### src/rtl/seq_mult_n_pkg.sv
// Shared constants for the iterative shift-add multiplier: state encodings and default width.
package seq_mult_n_pkg;

    localparam int DATA_WIDTH = 32;

    localparam logic [1:0] MULT_ST_IDLE = 2'd0;
    localparam logic [1:0] MULT_ST_RUN  = 2'd1;
    localparam logic [1:0] MULT_ST_FIX  = 2'd2;
    localparam logic [1:0] MULT_ST_DONE = 2'd3;

endpackage

### src/rtl/seq_mult_n_twoscomp.sv
// Combinational N-bit two's-complement negate, shared by operand magnitude and result sign fix-up.
module seq_mult_n_twoscomp #(
    parameter int N = 32
) (
    input  logic [N-1:0] x,
    output logic [N-1:0] y
);

    assign y = ~x + {{(N-1){1'b0}}, 1'b1};

endmodule

### src/rtl/seq_mult_n.sv
// Iterative shift-add multiplier, one multiplier bit per clock, signed/unsigned per operation.
// Optional build macro MULT_EARLY_TERM_EN stops RUN once the remaining multiplier bits are zero.
module seq_mult_n
    import seq_mult_n_pkg::*;
#(
    parameter int WIDTH = DATA_WIDTH
) (
    input  logic             clk,
    input  logic             rst,
    input  logic             start,
    input  logic             is_signed,
    input  logic [WIDTH-1:0] a,
    input  logic [WIDTH-1:0] b,
    output logic             busy,
    output logic             done,
    output logic [WIDTH-1:0] hi,
    output logic [WIDTH-1:0] lo
);

    localparam int CW = $clog2(WIDTH) + 1;
    localparam logic [CW-1:0] LAST = CW'(WIDTH - 1);

    logic [1:0]         state;
    logic               neg;
    logic [2*WIDTH-1:0] mcand;
    logic [WIDTH-1:0]   mplier;
    logic [2*WIDTH-1:0] acc;
    logic [CW-1:0]      cnt;

    logic [WIDTH-1:0]   negA, negB, absA, absB;
    logic [2*WIDTH-1:0] negAcc, accSum;
    logic               opNeg, accept, runExit;

    seq_mult_n_twoscomp #(.N(WIDTH))   u_negA   (.x(a),   .y(negA));
    seq_mult_n_twoscomp #(.N(WIDTH))   u_negB   (.x(b),   .y(negB));
    seq_mult_n_twoscomp #(.N(2*WIDTH)) u_negAcc (.x(acc), .y(negAcc));

    // The most-negative operand negates to itself, which read unsigned is exactly 2^(W-1).
    assign absA   = (is_signed & a[WIDTH-1]) ? negA : a;
    assign absB   = (is_signed & b[WIDTH-1]) ? negB : b;
    assign opNeg  = is_signed & (a[WIDTH-1] ^ b[WIDTH-1]) & (|a) & (|b);
    assign accept = start & ((state == MULT_ST_IDLE) | (state == MULT_ST_DONE));
    assign accSum = mplier[0] ? acc + mcand : acc;

`ifdef MULT_EARLY_TERM_EN
    assign runExit = (cnt == LAST) | (mplier[WIDTH-1:1] == '0);
`else
    assign runExit = (cnt == LAST);
`endif

    assign busy = (state == MULT_ST_RUN) | (state == MULT_ST_FIX);
    assign done = (state == MULT_ST_DONE);

    always_ff @(posedge clk) begin
        if (rst) begin
            state  <= MULT_ST_IDLE;
            neg    <= 1'b0;
            mcand  <= '0;
            mplier <= '0;
            acc    <= '0;
            cnt    <= '0;
            hi     <= '0;
            lo     <= '0;
        end else if (accept) begin
            state  <= MULT_ST_RUN;
            neg    <= opNeg;
            mcand  <= {{WIDTH{1'b0}}, absA};
            mplier <= absB;
            acc    <= '0;
            cnt    <= '0;
        end else begin
            case (state)
                MULT_ST_RUN: begin
                    acc    <= accSum;
                    mcand  <= mcand << 1;
                    mplier <= mplier >> 1;
                    cnt    <= cnt + CW'(1);
                    if (runExit) state <= MULT_ST_FIX;
                end
                MULT_ST_FIX: begin
                    {hi, lo} <= neg ? negAcc : acc;
                    state    <= MULT_ST_DONE;
                end
                MULT_ST_DONE: state <= MULT_ST_IDLE;
                default:      state <= MULT_ST_IDLE;
            endcase
        end
    end

endmodule

### config.mk
export PLATFORM = sky130hd
export DESIGN_NAME = seq_mult_n
export DESIGN_NICKNAME = d
export VERILOG_FILES = /design/src/rtl/seq_mult_n_pkg.sv /design/src/rtl/seq_mult_n_twoscomp.sv /design/src/rtl/seq_mult_n.sv
export SDC_FILE = /design/constraint.sdc
export NUM_CORES = 1
export LEC_CHECK = 0
export CAP_MARGIN = 15
export CORE_ASPECT_RATIO = 0.6
export CORE_MARGIN = 1.5
export CORE_UTILIZATION = 45
export DETAILED_ROUTE_END_ITERATION = 10
export PLACE_DENSITY_LB_ADDON = 0.05
export SETUP_SLACK_MARGIN = 0.3
export SKIP_LAST_GASP = 1
export SYNTH_ARGS = -nofsm -noshare
export SYNTH_HDL_FRONTEND = slang
export SYNTH_HIERARCHICAL = 1
export SYNTH_SLANG_ARGS = --single-unit
### constraint.sdc
create_clock -name clk -period 7.7 [get_ports clk]
set_clock_uncertainty 0.1 [all_clocks]
set_input_delay 2.31 -clock clk [delete_from_list [all_inputs] [get_ports clk]]
set_output_delay 2.31 -clock clk [all_outputs]
set_load 0.005 [all_outputs]
==> impl_metrics.toml, run 1 <==
[run_status]
status = "completed"

[synthesis]
ys_seq_area_share_pct = 28.46
synth_ff_type = "dfxtp_1"
yosys.area.top_type_share_pct = 28.46
yosysTopAreaCell = "dfxtp_1"
synth.top_cells.by_area = "dfxtp_1 28%, mux2i_1 9.6%, a211oi_1 9.0%, xnor2_1 6.5%, ha_1 5.3%"
yosys_warnings = 6
synth-seq-cells = 233
synth_edf_count = 0
synth_nets = 2150
async_reset_ff_share_pct = 0
syn_inst = 2011
synth_area_mm2 = 0.01639
avgSynthCellArea_um2 = 8.150
ys_types = 70

[final_layout]
fin_util_pct = 52.79
seq_area_mm2 = 0.004668
fin_area_mm2 = 0.01869
nNetsFinal = 2181
diodes = 0
fill_cells = 3377
final_cells = 2527
drive_gt1_share_pct = 5.194
multi_input_area_mm2 = 0.01106
area_delta_synth_final_pct = 14.06

[floorplanning]
start_util_pct = 46.28
fp-row-count = 53
die_y_um = 150.8
fp.dieW_um = 249.4
core_area_mm2 = 0.03541
die-area_mm2 = 0.03761
ios = 134

[detailed_routing]
vias = 15160
antenna_left = 0
routed_wl_um = 49390
drc_errors = 0
dr.pass1.iters = 5
post_drt_via_cell_ratio = 6.000
wl_per_cell_um = 19.54
drtIter0Drc = 1228

[power]
power_density_mw_per_mm2 = 219.5
peakVddDrop_uv = 215.3
switching_power_mw = 1.454
p_leak_nw = 6.801
p_int_mw = 2.648
p_seq_share_pct = 36.8
combPwrFrac_pct = 33.5
swShare_pct = 35.45
pwr-share-clk_pct = 29.7

[global_routing]
grt_max_degree = 93
grt_pass1_wl_um = 78510
use_met1_pct = 41.73
globalRouteTotalUtil_pct = 25.90
grt_overflow = 0
grt_use_met3_pct = 4.520
antenna_found_initial = 0
grt.busiest_layer = "met1"
grt.met2_usage_pct = 35.56
grt_pass1_vias = 13490

[critical_path]
crit_path_end_kind = "register"
crit_type = "input port to register"
crit_required_ns = 7.98
cp-start-kind = "input port"
worstPathArrival_ns = 5.11
path_max_fanout = 36

[timing]
fmax_mhz = 207.2
relSlewSlack_pct = 23.84
layout_min_cycle_time_ns = 4.826
fin_setup_tns_ns = 0
rsz0062_at_grt = "no"
worst_slew_pin_slew_ns = 1.140
slew_violations = 0
fin_ws_ns = 2.874
hold_viol = 0
setup_violations = 0
fin_crit_sh_pct = 62.68

[clocking]
cts_buffers = 26
post_cts_resized = 0
ctsHoldBuffers = 0
cts.clk_slew.worst_paths_ns = 0.06
cts.sink_count = 233
cts_tree = "done"
clk_path_buf_depth = 3
h-tree-depth = 1
post_cts_buffers = 0
cts_root_buf = "clkbuf_16"
clock_latency_ns = 0.58

[worst_hold_path]
hp-class = "register to register"

[placed_design]
placed_cell_area_mm2 = 0.01786
dp.cells = 2480
portBuffers = 133
post-place-ws_ns = 2.355
place.gp.congestion = 0.9551
dp_hpwl_um = 35570

[run]
maxCapViolCount = 0
[synthesized netlist by cell type (14+ instances only)]
cell type and count:
mux2i_1 158, clkbuf_1 117, or3_1 24, ha_1 70
dfxtp_1 233, o21ai_1 21, nand3_1 45, o21bai_1 20
nand4_1 35, buf_1 17, a211oi_1 196, a21o_1 28
inv_1 30, xnor2_1 121, o21ai_0 27, nor3_1 44
xor2_1 53, and3_1 65, a21oi_1 126, nor4_1 54
nor2_1 181, nand2_1 177, or4_1 14
[state kept, by name, indices dropped and copies added, names as in the netlist]
name,count
acc,64
mcand,64
hi,32
lo,32
mplier,32
cnt,6
state,2
neg,1
[layout make-up]
cell class	instances	area share, %
Multi-Input combinational cell	1602	59.17
Tap cell	467	3.126
Clock buffer	38	3.989
Sequential cell	233	24.97
Clock inverter	8	0.3079
Timing Repair Buffer	149	7.838
Inverter	30	0.6024
[worst paths after layout]
check | end | depth (start not counted) | slack (ns) | start
worst max-delay path | mcand[18]$_SDFFE_PP0P_ | 4 | 2.87 | a[31]
worst min-delay path | hi[2]$_SDFFE_PP0P_ | 2 | 0.38 | hi[2]$_SDFFE_PP0P_
worst max register to register | acc[62]$_SDFFE_PP0P_ | 12 | 3.31 | mcand[0]$_SDFFE_PP0P_
worst min register to register | hi[2]$_SDFFE_PP0P_ | 2 | 0.38 | hi[2]$_SDFFE_PP0P_
[logic make-up after synthesis]
| logic type | after synthesis | synth area share, % |
|---|---|---|
| buffers and inverters | 176 | 4.321 |
| xor gates and xnor gates | 174 | 9.298 |
| and+or+nand+nor | 715 | 22.80 |
| muxes | 158 | 9.650 |
| AOI/OAI and AO/OA | 484 | 20.00 |
| DFF | 233 | 28.46 |
| adders and majority gates | 71 | 5.466 |
[layout by cell type (no fill, tap or decap), drive strengths merged, types with 45 or more instances in the layout]
cell type      instances
o21ai                 50
xnor2                121
nor2                 181
nor3                  48
mux2i                158
ha                    70
dfxtp                233
nand2                177
and3                  65
a21oi                126
a211oi               197
nand3                 45
nor4                  68
xor2                  53
clkdlybuf4s50        132
[power groups by stage]
stage          logic [mW]  clock network, mW  registers, mW
6_report             1.37               1.22           1.51
5_1_grt              1.50               1.29           1.53
4_1_cts              1.37               1.24           1.51
3_5_place_dp         1.36                  0           1.53
3_3_place_gp         1.34                  0           1.53
2_1_floorplan       0.938                  0           1.48
[through the flow]
stage / hold slack, ns / power [mW]
floorplan: 0.3550 / 2.417
finish: 0.3805 / 4.102
global route: 0.4042 / 4.323
CTS: 0.3877 / 4.116
global placement: 0.3735 / 2.876
detailed placement: 0.3796 / 2.896
[routing by layer]
layer	share of wire, %	vias to the layer above
li1	-	7493
met5	0	-
met2	38	435
met3	7.0	43
met4	1.1	0
met1	54	7192
[critical path: stages]
cell	delay (ns)
clkdlybuf4s50_1	1.22
nand2_1	0.98
a211oi_1	0.50
a211oi_1	0.08
No activity file was read; power rests on OpenSTA's default activity.
==> run 2: changes to the inputs <==
Clock period 7.7 ns to 4.7 ns, I/O delays scaled along.
==> impl_metrics.toml, run 2 (synthesized netlist as in run 1, its figures left out) <==
[run_status]
status = "completed"

[clocking]
ctsHoldBuffers = 0
clk_path_buf_depth = 3
cts_root_buf = "clkbuf_16"
cts_buffers = 26
cts.sink_count = 233
cts.clk_slew.worst_paths_ns = 0.07
clock_latency_ns = 0.55
post_cts_buffers = 0
h-tree-depth = 1
cts_tree = "done"
post_cts_resized = 0

[critical_path]
cp-start-kind = "register"
worstPathArrival_ns = 4.51
crit_required_ns = 5.04
cp.depth = 13
critPathTopFamily = "compound AO/OA/AOI/OAI gates"
r2r-end = "acc[62]$_SDFFE_PP0P_"
setup.worst_path.end = "acc[62]$_SDFFE_PP0P_"
worstSetupStartpoint = "mcand[0]$_SDFFE_PP0P_"
reg2reg_depth = 13
timing.critical_path.buf_inv = 1
slowest_stage = "a221oi_1"
cp_cell_sequence = "ha_1, fa_1, a21o_1, a221oi_2, buf_4, nor2_1, nor3_2, o21ai_2, a211oi_2, o31ai_2, a221oi_1, or4_1, nand3_1"
reg2reg_from = "mcand[0]$_SDFFE_PP0P_"
slowest_delay_ns = 0.78
crit_type = "register to register"
crit_path_end_kind = "register"
rrSetupSlack_ns = 0.53
path_max_fanout = 4

[worst_hold_path]
hp-class = "register to register"

[global_routing]
grt_max_degree = 72
grt_pass1_vias = 13760
grt_overflow = 0
grt_pass1_wl_um = 79300
globalRouteTotalUtil_pct = 26.25
antenna_found_initial = 0

[floorplanning]
core_area_mm2 = 0.03541
die-area_mm2 = 0.03761
die_y_um = 150.8
start_util_pct = 46.28
ios = 134
fp-row-count = 53
fp.dieW_um = 249.4

[detailed_routing]
antenna_left = 0
dr.pass1.iters = 5
vias = 15160
post_drt_via_cell_ratio = 5.948
drc_errors = 0
drtIter0Drc = 1099
wl_per_cell_um = 19.65
routed_wl_um = 50080

[final_layout]
top_regs = "acc: 64 flops, mcand: 64 flops"
final_common_cell = "dfxtp_1"
fill_cells = 3338
fin_util_pct = 53.56
nNetsFinal = 2201
diodes = 0
area_delta_synth_final_pct = 15.73
final_cells = 2549
drive_gt1_share_pct = 6.484
final_cell_mix = "232 x dfxtp_1, 196 x a211oi_1, 181 x nor2_1, 175 x nand2_1, 158 x mux2i_1"

[timing]
relSlewSlack_pct = 29.75
hold_viol = 0
layout_min_cycle_time_ns = 4.168
setup_violations = 0
slew_violations = 0
fin_setup_tns_ns = 0
fmax_mhz = 239.9
fin_crit_sh_pct = 88.67
rsz0062_at_grt = "no"
worst_slew_pin_slew_ns = 1.054

[power]
peakVddDrop_uv = 251.5
power_density_mw_per_mm2 = 369.5
p_leak_nw = 6.953

[run]
maxCapViolCount = 0

[placed_design]
portBuffers = 133
place.gp.congestion = 0.9220
dp.cells = 2501
dp_hpwl_um = 36680
## run 2: cell types whose count changed in the layout (fill, tap and decap cells not counted), moves of 2 or more
cell and change:
bufinv_16 +4, clkbuf_1 -5, buf_4 +22, clkinvlp_4 +2
## run 2: worst min-delay path, cell delays in order, from the launching register on
cell and delay (ns):
dfxtp_1 0.31, nor2_1 0.08, a211oi_1 0.05
## run 2: final cells by class
type                            instances  area [um^2]  share of cell area, %
Multi-Input combinational cell       1602        11060                  58.32
Clock buffer                           35        765.7                  4.037
Timing Repair Buffer                  169         1599                  8.431
Clock inverter                         13        176.4                 0.9301
Sequential cell                       233         4668                  24.61
Inverter                               30        112.6                 0.5937
Tap cell                              467        584.3                  3.081
## run 2: layer usage
metal / global-route usage [%] / up-vias / part of all wire, %
met5: 0 / - / 0
met4: 3.415 / 0 / 1.1
li1: - / 7526 / -
met1: 42.00 / 7198 / 54
met2: 36.31 / 395 / 38
met3: 4.760 / 42 / 6.6
## run 2: power breakdown
part | internal [mW] | leakage [nW] | total [mW] | switching (mW)
clock network | 1.36 | 0.459 | 2.25 | 0.893
registers | 2.24 | 1.90 | 2.46 | 0.225
logic | 1.02 | 4.60 | 2.29 | 1.27
## run 2: how the worst min path moves through the flow
stage | startpoint | endpoint | slack (ns) | cells past startpoint
final | lo[18]$_SDFFE_PP0P_ | lo[18]$_SDFFE_PP0P_ | 0.38 | 2
after global routing | lo[20]$_SDFFE_PP0P_ | lo[20]$_SDFFE_PP0P_ | 0.40 | 2
after CTS | lo[18]$_SDFFE_PP0P_ | lo[18]$_SDFFE_PP0P_ | 0.38 | 2
after detailed placement | lo[18]$_SDFFE_PP0P_ | lo[18]$_SDFFE_PP0P_ | 0.38 | 2
after global placement | cnt[5]$_SDFFE_PP0P_ | cnt[5]$_SDFFE_PP0P_ | 0.36 | 2
after floorplan | cnt[5]$_SDFFE_PP0P_ | cnt[5]$_SDFFE_PP0P_ | 0.36 | 2
## run 2: per-stage QoR
stage	setup WS (ns)	hold slack [ns]	power, mW	instance area (um^2)
finish	0.5324	0.3800	7.007	18970
global route	0.3238	0.4009	7.366	18970
CTS	0.6707	0.3844	7.046	18970
detailed placement	0.5282	0.3766	4.779	18020
global placement	0.5948	0.3614	4.749	18020
floorplan	1.407	0.3550	3.959	16390
